<file path="src/rtl/mem_arb_pkg.sv">
// rtl/mem_arb_pkg.sv - shared FSM encoding and default widths for mem_arbiter
package mem_arb_pkg;

   typedef enum logic [1:0] {
      IDLE = 2'd0,
      BUSY = 2'd1,
      RESP = 2'd2
   } arb_state_e;

   localparam int DEF_NUM_PORTS = 2;
   localparam int DEF_ADDR_W    = 32;
   localparam int DEF_DATA_W    = 32;
   localparam int DEF_TIMEOUT   = 64;

endpackage

</file>
<file path="src/rtl/rr_grant.sv">
// rtl/rr_grant.sv - combinational picker: first requester at or after ptr_i, wrapping
module rr_grant #(
   parameter int N     = 2,
   parameter int IDX_W = 1
) (
   input  logic [N-1:0]     req_i,
   input  logic [IDX_W-1:0] ptr_i,
   output logic [N-1:0]     grant_o,
   output logic [IDX_W-1:0] idx_o
);

   always_comb begin
      logic found;
      int   j;
      grant_o = '0;
      idx_o   = '0;
      found   = 1'b0;
      j       = 0;
      for (int k = 0; k < N; k++) begin
         j = int'(ptr_i) + k;
         if (j >= N) j = j - N;
         if (!found && req_i[j]) begin
            found      = 1'b1;
            grant_o[j] = 1'b1;
            idx_o      = IDX_W'(j);
         end
      end
   end

endmodule

</file>
<file path="src/rtl/mem_arbiter.sv">
// rtl/mem_arbiter.sv - N-port arbiter sharing one memory port; IDLE/BUSY/RESP FSM.
// MEM_ARB_ROUND_ROBIN_EN selects round-robin grant; undefined gives fixed priority (port 0 first).
module mem_arbiter
   import mem_arb_pkg::*;
#(
   parameter int NUM_PORTS = DEF_NUM_PORTS,
   parameter int ADDR_W    = DEF_ADDR_W,
   parameter int DATA_W    = DEF_DATA_W,
   parameter int TIMEOUT   = DEF_TIMEOUT
) (
   input  logic                             clk,
   input  logic                             reset,
   input  logic [NUM_PORTS-1:0]             port_ren,
   input  logic [NUM_PORTS-1:0]             port_wen,
   input  logic [NUM_PORTS*ADDR_W-1:0]      port_addr,
   input  logic [NUM_PORTS*DATA_W-1:0]      port_wdata,
   input  logic [NUM_PORTS*(DATA_W/8)-1:0]  port_bsel,
   output logic [NUM_PORTS*DATA_W-1:0]      port_rdata,
   output logic [NUM_PORTS-1:0]             port_ready,
   output logic [NUM_PORTS-1:0]             port_err,
   output logic                             nostall,
   output logic                             mem_ren,
   output logic                             mem_wen,
   output logic [ADDR_W-1:0]                mem_addr,
   output logic [DATA_W-1:0]                mem_wdata,
   output logic [DATA_W/8-1:0]              mem_bsel,
   input  logic [DATA_W-1:0]                mem_rdata,
   input  logic                             mem_ack
);

   localparam int IDX_W  = (NUM_PORTS > 1) ? $clog2(NUM_PORTS) : 1;
   localparam int BSEL_W = DATA_W / 8;
   localparam int CNT_W  = (TIMEOUT > 0) ? $clog2(TIMEOUT + 1) : 1;

   arb_state_e                  state_q;
   logic [IDX_W-1:0]            g_q;
   logic [CNT_W-1:0]            cnt_q;
   logic [NUM_PORTS*DATA_W-1:0] rdata_q;
   logic [NUM_PORTS-1:0]        ready_q;
   logic [NUM_PORTS-1:0]        err_q;
   logic                        ren_q, wen_q;
   logic [ADDR_W-1:0]           addr_q;
   logic [DATA_W-1:0]           wdata_q;
   logic [BSEL_W-1:0]           bsel_q;

   logic [NUM_PORTS-1:0]        req, gnt_oh;
   logic [IDX_W-1:0]            gnt_idx, ptr;
   logic                        timeout_hit;

   assign req = port_ren | port_wen;

`ifdef MEM_ARB_ROUND_ROBIN_EN
   logic [IDX_W-1:0] ptr_q;
   assign ptr = ptr_q;
`else
   assign ptr = '0;
`endif

   rr_grant #(.N(NUM_PORTS), .IDX_W(IDX_W)) u_grant (
      .req_i   (req),
      .ptr_i   (ptr),
      .grant_o (gnt_oh),
      .idx_o   (gnt_idx)
   );

   generate
      if (TIMEOUT > 0) begin : g_timeout
         assign timeout_hit = (cnt_q == CNT_W'(TIMEOUT));
      end else begin : g_no_timeout
         assign timeout_hit = 1'b0;
      end
   endgenerate

   always_ff @(posedge clk or negedge reset) begin
      if (!reset) begin
         state_q <= IDLE;
         g_q     <= '0;
         cnt_q   <= '0;
         rdata_q <= '0;
         ready_q <= '0;
         err_q   <= '0;
         ren_q   <= 1'b0;
         wen_q   <= 1'b0;
         addr_q  <= '0;
         wdata_q <= '0;
         bsel_q  <= '0;
`ifdef MEM_ARB_ROUND_ROBIN_EN
         ptr_q   <= '0;
`endif
      end else begin
         ready_q <= '0;
         err_q   <= '0;
         case (state_q)
            IDLE: begin
               if (|gnt_oh) begin
                  // Write wins when both strobes are set on the granted port.
                  g_q     <= gnt_idx;
                  wen_q   <= port_wen[gnt_idx];
                  ren_q   <= ~port_wen[gnt_idx];
                  addr_q  <= port_addr[int'(gnt_idx)*ADDR_W +: ADDR_W];
                  wdata_q <= port_wdata[int'(gnt_idx)*DATA_W +: DATA_W];
                  bsel_q  <= port_bsel[int'(gnt_idx)*BSEL_W +: BSEL_W];
                  cnt_q   <= '0;
                  state_q <= BUSY;
               end
            end
            BUSY: begin
               if (mem_ack) begin
                  if (ren_q) rdata_q[int'(g_q)*DATA_W +: DATA_W] <= mem_rdata;
                  ren_q      <= 1'b0;
                  wen_q      <= 1'b0;
                  ready_q[g_q] <= 1'b1;
                  state_q    <= RESP;
               end else if (timeout_hit) begin
                  ren_q      <= 1'b0;
                  wen_q      <= 1'b0;
                  ready_q[g_q] <= 1'b1;
                  err_q[g_q]   <= 1'b1;
                  state_q    <= RESP;
               end else begin
                  cnt_q <= cnt_q + 1'b1;
               end
            end
            RESP: begin
`ifdef MEM_ARB_ROUND_ROBIN_EN
               ptr_q <= (int'(g_q) == NUM_PORTS - 1) ? '0 : g_q + 1'b1;
`endif
               state_q <= IDLE;
            end
            default: state_q <= IDLE;
         endcase
      end
   end

   assign port_rdata = rdata_q;
   assign port_ready = ready_q;
   assign port_err   = err_q;
   assign nostall    = ~|(req & ~ready_q);
   assign mem_ren    = ren_q;
   assign mem_wen    = wen_q;
   assign mem_addr   = addr_q;
   assign mem_wdata  = wdata_q;
   assign mem_bsel   = bsel_q;

endmodule

</file>
<file path="config.mk">
export PLATFORM = sky130hd
export DESIGN_NAME = mem_arbiter
export DESIGN_NICKNAME = d
export VERILOG_FILES = /design/src/rtl/mem_arb_pkg.sv /design/src/rtl/rr_grant.sv /design/src/rtl/mem_arbiter.sv
export SDC_FILE = /design/constraint.sdc
export NUM_CORES = 1
export LEC_CHECK = 0
export CORE_UTILIZATION = 41
export CTS_BUF_LIST = sky130_fd_sc_hd__clkbuf_16
export DETAILED_ROUTE_END_ITERATION = 8
export PLACE_DENSITY_LB_ADDON = 0.25
export SETUP_SLACK_MARGIN = 0.15
export SLEW_MARGIN = 10
export SYNTH_ARGS = -nofsm -noshare
export SYNTH_HDL_FRONTEND = slang
export SYNTH_SLANG_ARGS = --single-unit
</file>
<file path="constraint.sdc">
create_clock -name clk -period 2.3 [get_ports clk]
set_clock_uncertainty 0.15 [all_clocks]
set_input_delay 0.345 -clock clk [delete_from_list [all_inputs] [get_ports clk]]
set_output_delay 0.345 -clock clk [all_outputs]
set_load 0.01 [all_outputs]
</file>
== Yosys cells after proc, flatten, opt, wreduce, memory -nomap -nowiden ==
Cells that the tools add are included.

* Flip-flop bits (word level): 148
* Latch bits: 0
* RAM bits: 0
* ROM bits: 0
* Bits of input ports: 175
* Output and inout port bits: 139
* Logic and storage cells: 72
* Memories: 0

* Add/subtract/negate cells: 2
* $mul: 0
* Divide/modulo/power cells: 0
* Order comparisons: 3
* Eq/ne operators: 6
* Shifts and indexed selects: 5
* Muxes and demuxes: 28
* Bitwise logic cells: 4
* Reductions and logical operators: 13

{| class="wikitable"
|+ Operators by type and width
! cell !! number
|-
| variable part select 64 x 7 -> 32 bit || 2
|-
| bitwise mux 64 bit || 1
|-
| variable shift 32 x 33 -> 64 bit, first input constant || 1
|-
| variable part select 32 x 33 -> 64 bit || 1
|-
| negator 6 -> 33 bit || 1
|-
| 2-to-1 mux 7 bit || 3
|-
| 2-to-1 mux 2 bit || 9
|-
| one-hot mux 7 bit (2 select lines) || 1
|-
| 2-to-1 mux 1 bit || 10
|-
| variable part select 8 x 4 -> 4 bit || 1
|-
| adder 7 x 1 -> 7 bit, second input constant || 1
|-
| equality test 7 bit, second input constant || 1
|-
| inequality test 2 bit, second input constant || 3
|-
| AND reduction 3 bit || 2
|-
| less-than comparator 1 x 2 -> 1 bit, second input constant || 2
|-
| one-hot mux 1 bit (2 select lines) || 2
|-
| one-hot mux 2 bit (2 select lines) || 1
|-
| AND reduction 2 bit || 2
|-
| AND reduction 4 bit || 1
|-
| OR reduction 2 bit || 2
|-
| inequality test 3 bit, second input constant || 1
|-
| bitwise AND 2 bit || 1
|-
| equality test 2 x 1 -> 1 bit, second input constant || 1
|-
| logical AND 1 bit || 2
|-
| other kinds (8) || 9
|}

== Depth between registers and ports, before layout ==
Gate-level depths: netlist (run 1).

* Depth after elaboration: 10
* Mapped depth: 7
* Mapped depth without buffers: 6

== Hierarchy ==
Synthesis (run 1) repeated with hierarchy kept, for this count alone.

* Cell total of the unflattened synthesis: 517
* Area, all modules: 6,328.6 µm²

{| class="wikitable"
|+ Modules (own cells, without submodules)
! module !! instances !! cells each !! area an instance (µm²) !! sequential area each (µm²)
|-
| mem_arbiter || 1 || 513 || 6,298.5 || 3,703.6
|-
| rr_grant || 1 || 4 || 30.0 || 0.0
|}

== Least setup slack after synthesis (run 1) ==
No wires, ideal clock.

* Path type: register to register
* Start: reg state_q[1]
* End: reg rdata_q[11], in the netlist port_rdata[11]
* Data arrival time: 1.460 ns
* Path slack: 0.565 ns
* Stages on the path, launching flop included: 5
* Period minus slack after synthesis: 1.735 ns
* Cells stage by stage: dfrtp_1 -> nand2b_1 -> nor3_2 -> buf_2 -> mux2_2

* Word-level cells in the longest chain between the ends: 2

{| class="wikitable"
|+ Ends and longest elaborated chain
! element !! RTL line !! source
|-
| from (decl) || mem_arbiter.sv:35 || <nowiki>arb_state_e state_q;</nowiki>
|-
| from (signal assigned) || mem_arbiter.sv:76 || <nowiki>state_q <= IDLE;</nowiki>
|-
| from (signal assigned) || mem_arbiter.sv:104 || <nowiki>state_q <= BUSY;</nowiki>
|-
| from (signal assigned) || mem_arbiter.sv:113 || <nowiki>state_q <= RESP;</nowiki>
|-
| equality test 2 x 1 -> 1 bit || mem_arbiter.sv:93 || <nowiki>case (state_q)</nowiki>
|-
| AND reduction 3 bit (no source line) || -- ||
|-
| to (signal, indexed assignment) || mem_arbiter.sv:109 || <nowiki>if (ren_q) rdata_q[int'(g_q)*DATA_W +: DATA_W] <= mem_rdata;</nowiki>
|-
| to (decl) || mem_arbiter.sv:38 || <nowiki>logic [NUM_PORTS*DATA_W-1:0] rdata_q;</nowiki>
|}

Every way passes these cells.
A chain may end at the register's enable or synchronous reset.

== Worst setup path in the final report (run 1) ==
* Start: reg cnt_q[1]
* End: reg cnt_q[4]

* Word-level cells in the longest chain between the ends: 4

{| class="wikitable"
|+ Ends and longest elaborated chain
! element !! RTL line !! source
|-
| from (decl) || mem_arbiter.sv:37 || <nowiki>logic [CNT_W-1:0] cnt_q;</nowiki>
|-
| from (signal assigned) || mem_arbiter.sv:121 || <nowiki>cnt_q <= cnt_q + 1'b1;</nowiki>
|-
| adder 7 x 1 -> 7 bit || mem_arbiter.sv:121 ||
|-
| 2-to-1 mux 7 bit || mem_arbiter.sv:114 || <nowiki>end else if (timeout_hit) begin</nowiki>
|-
| 2-to-1 mux 7 bit || mem_arbiter.sv:108 || <nowiki>if (mem_ack) begin</nowiki>
|-
| one-hot mux 7 bit (2 select lines) || mem_arbiter.sv:93 ||
|}

Parallel ways exist; a longest one is shown, timed or not. The select of a mux whose other input is x is not followed.

==> results of run 1 <==
## through the flow
step / hold WS [ns] / setup TNS [ns] / util [%] / power, mW
finish: 0.2802 / 0 / 68.46 / 12.42
global placement: 0.1619 / 0 / 64.58 / 9.590
CTS: 0.2847 / 0 / 68.46 / 12.55
global route: 0.3085 / 0 / 68.46 / 13.14
floorplan: -0.1006 / 0 / - / 6.716
detailed placement: 0.1682 / -0.04051 / 64.58 / 9.795
## worst max-delay path: cells and delay by family (launching register included)
| kind | cells | cell delay, ns |
|---|---|---|
| AO/OA/AOI/OAI | 1 | 0.64 |
| adder cells (fa/ha/maj) | 1 | 0.15 |
| AND/OR/NAND/NOR | 3 | 0.44 |
| flip-flops | 1 | 0.41 |
| buffers and inverters | 1 | 0.09 |
## power groups by stage
stage | registers (mW) | clock network, mW | logic [mW]
floorplan | 4.93 | 0 | 1.79
global placement | 4.40 | 0 | 5.19
detailed placement | 4.47 | 0 | 5.33
CTS | 4.44 | 2.75 | 5.35
global route | 4.59 | 2.88 | 5.67
finish | 4.43 | 2.71 | 5.27
## routing by layer
layer | up-vias | track usage [%] | wire length (microns)
met4 | 0 | 9.922 | 463
met5 | - | 0 | 0
met1 | 2425 | 24.26 | 6742
li1 | 2430 | - | -
met2 | 197 | 38.32 | 8653
met3 | 31 | 5.652 | 975
## logic make-up after synthesis
| family | Yosys count | synth area share (%) |
|---|---|---|
| flip-flops | 148 | 58.26 |
| multiplexers | 133 | 22.20 |
| AND/OR/NAND/NOR | 109 | 7.892 |
| AO/OA/AOI/OAI | 86 | 7.420 |
| buffers and inverters | 33 | 3.700 |
| adder cells (fa/ha/maj) | 2 | 0.3936 |
| XOR/XNOR | 1 | 0.1378 |
## cell usage after synthesis (2+ instances only)
master	number	area share, %
nand2b_1	2	0.20
o31ai_1	4	0.47
buf_2	12	0.94
o21ai_0	74	5.8
and2_1	2	0.20
inv_1	3	0.18
nor2b_1	2	0.20
mux2_2	63	11
and3_1	2	0.20
nand3_1	6	0.47
mux2i_1	69	11
buf_6	6	1.1
buf_4	5	0.59
ha_1	2	0.39
nand2_1	77	4.5
or3_1	2	0.20
dfrtp_1	148	58
nor3_1	2	0.16
nor2_1	7	0.41
clkbuf_2	4	0.31
## area by class of cell
class / count / area share, %
tap: 188 / 2.269
inverter: 3 / 0.1086
clock buffer: 17 / 4.103
clock inverter: 14 / 1.472
multi-input combinational: 331 / 23.43
timing repair buffer: 333 / 32.89
sequential: 148 / 35.72
## what timing repair did
action	CTS	global route
resized for setup	1	0
setup endpoints to repair	1	0
endpoints found under the hold margin	46	0
hold buffers	1	0
## state kept, by name, summed over array words and instances (netlist names)
| signal | count |
|---|---|
| port_ready | 2 |
| mem_addr | 32 |
| g_q | 1 |
| mem_wdata | 32 |
| port_err | 2 |
| mem_bsel | 4 |
| port_rdata | 64 |
| mem_wen | 1 |
| cnt_q | 7 |
| mem_ren | 1 |
| state_q | 2 |
## final timing paths
kind                                              start                          to  cells past startpoint
worst max-delay path               cnt_q[1]$_DFFE_PN0P_        cnt_q[4]$_DFFE_PN0P_                      6
worst min-delay path                              reset  port_rdata[40]$_DFFE_PN0P_                      2
worst max register to register     cnt_q[1]$_DFFE_PN0P_        cnt_q[4]$_DFFE_PN0P_                      6
worst min register to register  mem_addr[5]$_DFFE_PN0P_     mem_addr[5]$_DFFE_PN0P_                      2
max in group asynchronous                         reset  port_rdata[49]$_DFFE_PN0P_                      3
min in group clk                mem_addr[5]$_DFFE_PN0P_     mem_addr[5]$_DFFE_PN0P_                      2
==> impl_metrics.ini, run 1 <==
[layout]
multi_input_area_sq_mm = 0.002430
final_common_cell = clkdlybuf4s50_1
fin_nets = 1011
final_cell_mix = clkdlybuf4s50_1, dfrtp_1, nand2_1
areaGrowthSynthToFinish_pct = 63.10
final_design_area_no_fill_sq_mm = 0.01037
diodes = 0
register_area_sq_mm = 0.003704
drive_above_1_share_pct = 14.42
finalNonFillerCells = 1034
nFillCells = 1125

[critical_path]
r2r_setup_slack_ns = 0.29
start_kind = flip-flop
worstPathRequired_ns = 2.44
path_class = reg -> reg
crit_arrival_ns = 2.15
slowest_stage = o31ai_1
critPathMaxStageDelay_ns = 0.64
endpoint_kind = flip-flop
critPathMaxFanout = 6
cp_cell_sequence = inv_1 -> ha_1 -> nand4bb_1 -> o31ai_1 -> or3_1 -> nand3_1

[die]
row_count = 45
core_area_sq_mm = 0.01515
die_x_microns = 126.5
die_h_microns = 126.5
start_util_pct = 41.97
io-pin-count = 314
die_area_sq_mm = 0.01601

[status]
status = finished, final reports clean

[routing]
wl_per_cell_microns = 16.28
antenna_left = 0
drc = 0
routed_wl_mm = 16.84
vias_per_cell = 4.916
drtIter0Drc = 182
num_vias = 5083
firstDrtPassIters = 4

[sta]
fmax_ghz = 0.4985
finalSetupViolCount = 0
worst_pin_slew_ns = 0.7266
grt_setup_unrepaired = no
period_share_pct = 87.21
slew_headroom_pct = 51.15
hold_viol = 0
worst_slack_ns = 0.2941
drv_slew = 0
layout_min_cycle_time_ns = 2.006

[yosys]
ys.flop_type = dfrtp_1
syn_area_sq_mm = 0.006357
synth.distinct_cells = 40
async_flop_share_pct = 100.0
ys_seq_area_share_pct = 58.26
syn_inst = 512
ys_warn_count = 0
ys_ff_latch = 148
avgSynthCellArea_sq_um = 12.42
synthesis.nets = 689
synth_edf_count = 0

[placed_design]
routabilityCongestion = 0.8188
dp_slack_ns = -0.01936
place_area_sq_mm = 0.009782
place_inst = 1002
io_buffers = 313
place_hpwl_mm = 12.83

[job]
max_cap_viol_count = 0

[clock_tree]
postCtsSetupRepairBufs = 0
clock_path_buffers = 2
htree_levels = 4
cts_buffers = 17
clock-root-buffer = clkbuf_16
clk_pin_slew_ns = 0.06
cts.sinks = 148
cts_tree = yes
clk-insertion-delay-late_ns = 0.41

[grt]
grt_max_degree = 65
grt_pass1_vias = 5310
grt.overflow.total = 0
antenna_found_initial = 0
grt_pass1_wl_mm = 26.58
grt.total_usage_pct = 21.57

[power]
switching_share_pct = 32.20
p_leak_nw = 4.424
power_frac_comb_pct = 42.5
cellPowerDensity_mw_per_mm2 = 1197
clkPwrFrac_pct = 21.8
ir_worst_vdd_v = 0.0006217
p_sw_mw = 3.998
p_seq_share_pct = 35.7
p_int_mw = 8.418

[worst_hold_path]
min_path_type = in -> async
(Power assumes the default switching activity.)
==> run 2, diff against run 1 <==
Settings changed: ABC_AREA set to 1, CORE_UTILIZATION 41 to 42.
==> impl_metrics.ini, run 2 <==
[die]
row_count = 45
die_h_microns = 128.6
die_x_microns = 128.6
start_util_pct = 43.62
core_area_sq_mm = 0.01543
die_area_sq_mm = 0.01653
io-pin-count = 314

[placed_design]
place_hpwl_mm = 14.74
dp_slack_ns = 0.07948
routabilityCongestion = 0.8282
io_buffers = 313
place_inst = 1290

[yosys]
synth.largest_area_cell = dfrtp_1
synth.most_common_cell = nand2_1
synthesis.nets = 969
syn_area_sq_mm = 0.006729
syn_inst = 792
ys.flop_type = dfrtp_1
ys_seq_area_share_pct = 55.04
synth_edf_count = 0
synth_common_cells = nand2_1, dfrtp_1, inv_1
async_flop_share_pct = 100.0
ys_warn_count = 0
synth.distinct_cells = 24
avgSynthCellArea_sq_um = 8.496
synth_top_area_share_pct = 55.04
yosys-top-cells-area = dfrtp_1, nand2_1, inv_1
ys_ff_latch = 148

[critical_path]
path_class = in -> out
cp_cell_sequence = clkdlybuf4s50_1 -> nor2_4 -> o22a_1 -> dlygate4sd2_1
critPathMaxStageDelay_ns = 0.54
r2r_setup_slack_ns = 0.65
crit_arrival_ns = 1.43
endpoint_kind = output pin
path_buf_inv = 2
slowest_stage = clkdlybuf4s50_1
worstPathRequired_ns = 1.80
cp_top_family = buffers and inverters
reg2reg_depth = 6
critPathLaunch = port_ren[0]
rr_endpoint = mem_bsel[0]$_DFFE_PN0P_
critPathMaxFanout = 2
r2r-start = state_q[0]$_DFFE_PN0P_
start_kind = input pin

[layout]
finalNonFillerCells = 1325
nFillCells = 1238
final_common_cell = clkdlybuf4s50_1
largest_reg_flops = 64
drive_above_1_share_pct = 7.278
final_cell_mix = clkdlybuf4s50_1, nand2_1, dfrtp_1
areaGrowthSynthToFinish_pct = 59.65
fin_nets = 1277

[job]
max_cap_viol_count = 0

[clock_tree]
clk_pin_slew_ns = 0.06
clk-insertion-delay-late_ns = 0.42
htree_levels = 4
clock_path_buffers = 2
cts.sinks = 148
clock-root-buffer = clkbuf_16
cts_tree = yes
cts_buffers = 17

[routing]
antenna_left = 0
firstDrtPassIters = 4
vias_per_cell = 4.715
routed_wl_mm = 19.75
wl_per_cell_microns = 14.91
drc = 0
num_vias = 6248
drtIter0Drc = 248

[power]
cellPowerDensity_mw_per_mm2 = 1154
finalPower_mw = 12.40
ir_worst_vdd_v = 0.0005738
p_leak_nw = 5.306

[sta]
worst_pin_slew_ns = 0.4720
drv_slew = 0
fmax_ghz = 0.5201
period_share_pct = 83.60
grt_setup_unrepaired = no
finalSetupViolCount = 0
slew_headroom_pct = 68.53
fin_setup_tns_ns = 0
worst_slack_ns = 0.3773
layout_min_cycle_time_ns = 1.923
hold_viol = 0

[grt]
grt_pass1_vias = 6304
grt.overflow.total = 0
grt_pass1_wl_mm = 31.23
grt.total_usage_pct = 24.88
antenna_found_initial = 1
grt_max_degree = 65

[worst_hold_path]
min_path_type = in -> async

[status]
status = finished, final reports clean
-- run 2: per-stage QoR --
| step | utilization, % | area [sq um] | hold slack (ns) |
|---|---|---|---|
| finish | 69.64 | 10740 | 0.2919 |
| global route | 69.64 | 10740 | 0.3113 |
| CTS | 69.62 | 10740 | 0.3000 |
| detailed placement | 65.64 | 10130 | 0.1693 |
| global placement | 65.64 | 10130 | 0.1692 |
| floorplan | - | 6729 | -0.1006 |
-- run 2: power breakdown --
part | internal (mW) | leakage, nW | total (mW) | switching [mW]
clock network | 1.62 | 0.279 | 2.78 | 1.16
registers | 3.66 | 1.87 | 4.28 | 0.615
logic | 2.80 | 3.15 | 5.34 | 2.55
-- run 2: cell families (layout without fill, tap and decap cells) --
| group | Yosys count | count (layout) | synth area share, % |
|---|---|---|---|
| compound gates | 137 | 137 | 14.34 |
| other cells | 0 | 1 | 0 |
| fa+ha+maj | 2 | 2 | 0.3718 |
| flops | 148 | 148 | 55.04 |
| simple gates | 348 | 348 | 20.36 |
| buf+inv | 157 | 478 | 9.892 |
-- run 2: cell type report --
type                       instances  area, sq um  area share, %
clock inverter                    15        171.4          1.596
multi-input combinational        487         2365          22.01
timing repair buffer             330         3376          31.42
antenna                            1        2.502        0.02329
inverter                         116        435.4          4.053
sequential                       148         3704          34.47
clock buffer                      17        425.4          3.960
tap                              211        264.0          2.457
-- run 2: how the worst max path moves through the flow --
stage / to / slack [ns] / cells past startpoint
after CTS: nostall / 0.37 / 4
final: nostall / 0.38 / 4
after floorplan: cnt_q[3]$_DFFE_PN0P_ / 0.95 / 8
after global routing: nostall / 0.33 / 4
after detailed placement: nostall / 0.08 / 4
after global placement: nostall / 0.07 / 4
-- run 2: worst reg2reg max path: cells and delay by family, from the launching register on --
kind                   cells  cell delay [ns]
flip-flops                 1             0.40
AO/OA/AOI/OAI              1             0.16
AND/OR/NAND/NOR            3             0.34
buffers and inverters      2             0.55
-- run 2: timing repair --
action,CTS,global route
hold endpoints to repair,44,0
hold buffers,1,0
resized for setup,1,0
setup buffers,1,0
setup endpoints to repair,1,0
-- run 2: layer usage --
metal,vias to the layer above,global-route usage [%],share of wire [%],wire length (microns)
li1,3106,-,-,-
met1,2840,27.44,39,7714
met2,253,41.30,47,9312
met3,49,9.979,9.8,1933
met4,0,13.22,4.0,789
met5,-,0,0,0
==> run 3, diff against run 2 <==
Settings changed: CORE_UTILIZATION 42 to 38.
Clock period 2.3 ns to 1.6 ns, I/O delays scaled along.
==> impl_metrics.ini, run 3 (synthesis results as in run 2) <==
[routing]
vias_per_cell = 4.785
routed_wl_mm = 23.35
drc = 0
antenna_left = 0
num_vias = 6675
wl_per_cell_microns = 16.74
drtIter0Drc = 249
firstDrtPassIters = 4

[critical_path]
endpoint_kind = flip-flop
worstPathRequired_ns = 1.76
path_buf_inv = 3
critical_path_depth = 7
slowest_stage = dfrtp_1
cpMostUsedCell = nand2_1
cp_cell_sequence = buf_6 -> nor2_4 -> nand2_8 -> buf_12 -> clkbuf_16 -> nand2_1 -> nand2_1
crit_arrival_ns = 1.72
critPathMaxFanout = 9
reg2reg_depth = 7
cp_top_family = buffers and inverters
path_class = reg -> reg
critPathMaxStageDelay_ns = 0.40
start_kind = flip-flop

[layout]
largest_reg_flops = 64
final_cell_mix = nand2_1, clkdlybuf4s50_1, dfrtp_1
final_common_cell = nand2_1
utilization_pct = 64.39
drive_above_1_share_pct = 27.52
nFillCells = 1495
diodes = 0
fin_nets = 1334
areaGrowthSynthToFinish_pct = 65.51

[clock_tree]
clk-insertion-delay-late_ns = 0.42
cts_buffers = 17
clock-root-buffer = clkbuf_16
cts_tree = yes
clock_path_buffers = 2
htree_levels = 4
cts.sinks = 148
clk_pin_slew_ns = 0.07

[sta]
fmax_ghz = 0.6392
worst_pin_slew_ns = 0.3218
grt_setup_unrepaired = yes
holdWs_ns = 0.1033
layout_min_cycle_time_ns = 1.564
finalSetupViolCount = 0
hold_viol = 0
drv_slew = 0
slew_headroom_pct = 78.55
period_share_pct = 97.77

[worst_hold_path]
min_path_type = in -> async

[die]
die_x_microns = 135.1
io-pin-count = 314
core_area_sq_mm = 0.01730
start_util_pct = 38.90
die_h_microns = 135.1
row_count = 48
die_area_sq_mm = 0.01824

[power]
p_int_mw = 11.41
ir_worst_vdd_v = 0.0007894
p_seq_share_pct = 33.2
clkPwrFrac_pct = 20.5
power_frac_comb_pct = 46.3
p_leak_nw = 5.882
cellPowerDensity_mw_per_mm2 = 1657
p_sw_mw = 7.040
switching_share_pct = 38.15

[grt]
grt_max_degree = 65
grt.overflow.total = 0
antenna_found_initial = 1
grt.total_usage_pct = 23.93
grt_pass1_wl_mm = 33.29
grt_pass1_vias = 6659

[placed_design]
place_hpwl_mm = 15.19
routabilityCongestion = 0.7922
io_buffers = 313

[job]
max_cap_viol_count = 0

[status]
status = finished, final reports clean
## run 3: changes by cell type in the layout (fill, tap and decap cells not counted), sizes merged
cell / change
clkinvlp: +2
buf: +141
dlymetal6s2s: +1
clkdlybuf4s15: +9
clkdlybuf4s50: -142
dlygate4sd2: +3
clkbuf: +45
diode: -1
bufinv: -2
## run 3: timing repair
action | in CTS | in global routing
buffers inserted | 7 | 23
cloned | 2 | 14
pin swaps | 3 | 12
endpoints found under the hold margin | 148 | 0
hold buffers | 1 | 0
resized for setup | 446 | 161
setup endpoints to repair | 199 | 232
## run 3: final timing paths
| path | startpoint | to | slack (ns) |
|---|---|---|---|
| max | state_q[1]$_DFFE_PN0P_ | mem_wdata[6]$_DFFE_PN0P_ | 0.04 |
| min | reset | port_rdata[2]$_DFFE_PN0P_ | 0.10 |
| max reg2reg | state_q[1]$_DFFE_PN0P_ | mem_wdata[6]$_DFFE_PN0P_ | 0.04 |
| min reg2reg | mem_addr[1]$_DFFE_PN0P_ | mem_addr[1]$_DFFE_PN0P_ | 0.32 |
| max in group asynchronous | reset | port_rdata[4]$_DFFE_PN0P_ | 0.59 |
| min in group clk | mem_rdata[24] | port_rdata[56]$_DFFE_PN0P_ | 0.23 |
## run 3: power by group through the flow
stage	combinational, mW	clock, mW	sequential (mW)
after floorplan	2.70	0	6.78
after global placement	7.90	0	6.11
after detailed placement	8.05	0	6.12
after CTS	7.48	3.84	6.10
after global routing	9.30	3.99	6.31
final	8.54	3.77	6.14
## run 3: worst reg2reg max path, cell delays in order, from the launching register on
cell       delay [ns]
dfrtp_1          0.40
buf_6            0.14
nor2_4           0.17
nand2_8          0.12
buf_12           0.18
clkbuf_16        0.18
nand2_1          0.06
nand2_1          0.06
## run 3: final cells by class
type | instances | area (sq um) | area share (%)
Clock inverter | 15 | 121.4 | 1.090
Tap cell | 225 | 281.5 | 2.528
Inverter | 116 | 447.9 | 4.022
Sequential cell | 148 | 3707 | 33.29
Multi-Input combinational cell | 487 | 2614 | 23.47
Clock buffer | 17 | 425.4 | 3.820
Timing Repair Buffer | 387 | 3540 | 31.78
## run 3: per-stage QoR
stage | worst slack, ns | TNS (ns) | cells | cell area [sq um] | total power, mW
CTS | 0.02674 | 0 | 1358 | 10800 | 17.41
detailed placement | -0.4127 | -31.06 | 1316 | 10300 | 14.18
global route | -0.0009932 | -0.0009932 | 1395 | 11140 | 19.60
finish | 0.03564 | 0 | 1395 | 11140 | 18.45
global placement | -0.3749 | -27.01 | 1316 | 10300 | 14.01
floorplan | 0.2522 | 0 | 792 | 6729 | 9.485
## run 3: layer usage
| layer | global-route usage (%) | share of wire (%) | vias up |
|---|---|---|---|
| li1 | - | - | 3224 |
| met1 | 26.28 | 39 | 3164 |
| met2 | 40.55 | 50 | 240 |
| met3 | 9.497 | 8.6 | 47 |
| met4 | 10.99 | 3.0 | 0 |
| met5 | 0 | 0 | - |
==> edit 1, RTL diff (settings of run 3) <==
Change the package constant `DEF_DATA_W` from 32 to 28.
--- a/src/rtl/mem_arb_pkg.sv
+++ b/src/rtl/mem_arb_pkg.sv
@@ -11,3 +11,3 @@
    localparam int DEF_ADDR_W    = 32;
-   localparam int DEF_DATA_W    = 32;
+   localparam int DEF_DATA_W    = 28;
    localparam int DEF_TIMEOUT   = 64;
Interface: changed (6 resized); port bits go from 314 to 287. The function was not compared with the original's and may differ.
==> edit 1 against run 3 <==
Combinational power down 11%. Cell count fell by 8.0%. Sequential cell count down 13. First-iteration DRC count is 2.8% lower. Synthesized area fell by 9.2%. Count of clock-buffer cells in the layout stayed put. Power decreased by 6.8%. Die area shrank 9.1%. Worst setup slack gained 0.038 ns. Synthesized cell count shrank 8.1%. Wire length decreased by 10%. Final area down 7.6%. Via count shrank 8.1%.
==> edit 1: results (changes against run 3) <==
- Met1 track demand over resource in global routing: 0.2424 (-0.02039)
- Sw Share: 0.3818 (about the same)
- The actual slew at the worst max-slew pin came to 0.4268 ns (+0.1050 ns).
- Final GP Congestion: 0.7764 (-2.0%)
* Met3 Wirelength: 1885 um (-5.6%)
- The amount of wire on met2 after detailed routing was 10660 um (-8.0%).
* Terminus of the critical flop-to-flop path: port_rdata[43]
- Filler Cell Count: 1307 (-13%)
- The number of buffers other than clock buffers in the final layout came to 351 (-9.3%).
- The power in the clock group was 3.60 mW (-5%).
* Placed cell areas: 0.009358 mm^2 (-9.1%)
- Pin count of the biggest net entering global routing: 57 (-12%)
- The flip-flop and latch count after synthesis was 135 (-8.8%).
- Worst-case hold slack: 0.1645 ns (+0.06127 ns)
- The worst endpoint data arrival time is 1.65 ns (-0.07 ns).
- The clock network area share is 0.05218 (+0.003081).
- The post-detailed-route wirelength per cell is 16.29 um (-2.7%).
- The register share of the cell area came to 0.3286 (-0.004256).
* Ratio of routed vias to standard cells: 4.783 (about the same)
- Top cell types by occurrence after synthesis: sky130_fd_sc_hd__nand2_1 (286), sky130_fd_sc_hd__dfrtp_1 (135), sky130_fd_sc_hd__inv_1 (104)
- The peak ir drop on the vdd network is 0.9122 mV (+16%).
- Met2 track demand over resource in global routing: 0.3854 (-0.02012)
- The worst setup slack before clock tree synthesis came to -0.3246 ns (+0.08807 ns).
- Multi-input gates: 448 (-8.0%)
* Final non-clock buffer share: 0.3236 (+0.005813)
- The via count of the first global-routing pass came to 5633 (-15%).
- The number of flip-flops in the largest register was 56 (-13%).
- The post-cts resize count is 301 (-33%).
* Outcome: finished clean
- Largest fanout on the critical path: 14 (+5)
- The floorplan core area came to 0.01543 mm^2 (-11%).
- Final WL: 20900 um (-10%)
- Global-route wire length before repair: 27910 um (-16%)
- The flip-flop and latch power came to 6.02 mW (-2%).
* Combinational-cell power consumption: 7.59 mW (-11%)
* Layout inverter count without the clock tree: 107 (-7.8%)
* Layout cell share with drive strength beyond 1: 0.2453 (-0.02988)
- Sequential fraction of the synthesis area: 0.5529 (+0.002548)
* Proportion of cell area occupied by multi-input gates: 0.2301 (-0.004580)
- Delay-heaviest family, CP: simple AND/OR/NAND/NOR gates
- Mapped Nets: 891 (-8.0%)
- The post-detailed-placement half-perimeter wirelength came to 13070 um (-14%).
* Buffers on Ports: 286 (-8.6%)
- Cell Count Post-Placement: 1218 (-7.4%)
* Initial antenna violation count: 0 (-1)
-- edit 1: cell types whose count changed after synthesis, sizes merged --
cell    before  now
buf         34   33
clkbuf       7    5
dfrtp      148  135
inv        116  107
nand2      311  290
nand3       11    9
nor2        21   17
nor3         3    2
o211ai      68   63
o21ai       66   57
o21bai       2    4
or2          0    1
-- edit 1: worst max path at each step --
stage          slack, ns             end  depth (start not counted)
6_report            0.07  port_rdata[43]                          7
5_1_grt             0.02  port_rdata[43]                          7
4_1_cts             0.08         nostall                          2
3_5_place_dp       -0.32         nostall                          4
3_3_place_gp       -0.32         nostall                          4
2_1_floorplan       0.25   port_rdata[6]                          8
-- edit 1: logic make-up (layout without fill, tap and decap cells) --
| logic type | Yosys count | count (layout) | synth area share |
|---|---|---|---|
| and+or+nand+nor | 321 | 321 | 0.2050 |
| buffers and inverters | 145 | 489 | 0.1075 |
| DFF | 135 | 135 | 0.5529 |
| AOI/OAI and AO/OA | 125 | 125 | 0.1305 |
| adders and majority gates | 2 | 2 | 0.004095 |
==> edit 2, RTL diff (settings of run 3) <==
Made on the original files. Encoding of `arb_state_e`: now one-hot (3 bits for 3 states).
--- a/src/rtl/mem_arb_pkg.sv
+++ b/src/rtl/mem_arb_pkg.sv
@@ -3,6 +3,6 @@
 
-   typedef enum logic [1:0] {
-      IDLE = 2'd0,
-      BUSY = 2'd1,
-      RESP = 2'd2
+   typedef enum logic [2:0] {
+      IDLE = 3'b001,
+      BUSY = 3'b010,
+      RESP = 3'b100
    } arb_state_e;
Formal check against the unedited RTL: no difference found for any inputs over 4 cycles, from zero or initial values and one cycle with reset low; so few cycles prove little.
==> edit 2 against run 3 <==
The run now ends with setup timing left. Clock power grew 6.9%. Worst setup slack lost 0.088 ns. Wire length is 15% higher. Global-route usage increased by 1.8 points. Count of clock-buffer cells in the layout did not move. Highest routed layer unchanged. Cell count up 4.1%. Sequential cell count is 1 higher. Final area is 9.7% higher. Combinational power rose by 28%. Synthesized area is 1.0% lower. Power rose by 17%.
==> edit 2: results (changes against run 3) <==
- Violations in the final reports: setup timing
* Leakage dissipation: 5.987 nW (+1.8%)
* Outcome: finished with violations
- Register share of the cell area: 0.3052 (-0.02767)
- The worst setup slack after layout came to -0.05250 ns (-0.08814 ns).
- Met1 track demand over resource in global routing: 0.3150 (+0.05215)
* Number of ordinary and repair buffers in the finished layout: 436 (+13%)
- The clock network area share came to 0.04802 (-0.001077).
- Cell variety after synth: 27 (+13%)
* Worst IR drop on VDD: 0.9912 mV (+26%)
- The post-detailed-route wirelength per cell came to 18.46 um (+10%).
- Worst-case hold slack: 0.07912 ns (-0.02415 ns)
* Final non-clock buffer share: 0.3406 (+0.02281)
* Reg-to-Reg Start: state_q[0]
- The worst endpoint data arrival time came to 1.82 ns (+0.10 ns).
- Final setup violation count: 29 (+29)
- Routed wl met2: 13240 um (+14%)
* CP max-delay cell: sky130_fd_sc_hd__dfstp_2
- Met2 track demand over resource in global routing: 0.4203 (+0.01477)
* Fin cells: 1452 (+4.1%)
- Sum of negative setup slack: -0.6548 ns (-0.6548 ns)
- Placed cell areas: 0.01046 mm^2 (+1.5%)
* Syn avg cell area: 8.262 um^2 (-2.8%)
* Sequential fraction of the synthesis area: 0.5601 (+0.009737)
- The initial detailed-routing violation count came to 485 (+95%).
- Layout cell share with drive strength beyond 1: 0.3782 (+0.1029)
* Post-placement setup slack: -0.3559 ns (+0.05683 ns)
* Layout inverter count without the clock tree: 52 (-55%)
* Footprint of the flip-flops and latches: 0.003730 mm^2 (+0.61%)
- The top fanout value on the critical path came to 6 (-3).
[edit 2: worst max-delay path: cells and delay by family (launching register included)]
| family | cells | cell delay, ns |
|---|---|---|
| simple gates | 4 | 0.37 |
| buf+inv | 3 | 0.48 |
| flops | 1 | 0.53 |
[edit 2: how the worst max path moves through the flow]
| stage | from | to | slack [ns] | cells after the start |
|---|---|---|---|---|
| detailed placement | port_wen[0] | mem_wdata[21] | -0.36 | 8 |
| floorplan | state_q[0] | mem_addr[5] | 0.15 | 8 |
| global route | state_q[0] | mem_addr[16] | -0.12 | 7 |
| global placement | port_wen[0] | nostall | -0.32 | 4 |
| CTS | state_q[0] | mem_wdata[27] | 0.005 | 7 |
| finish | state_q[0] | mem_wdata[9] | -0.05 | 7 |
[edit 2: cells by family after synthesis]
logic type      Yosys count  synth area share
simple gates            342            0.2061
compound gates          211            0.1603
buf+inv                 102           0.06971
fa+ha+maj                 2          0.003757
flops                   149            0.5601
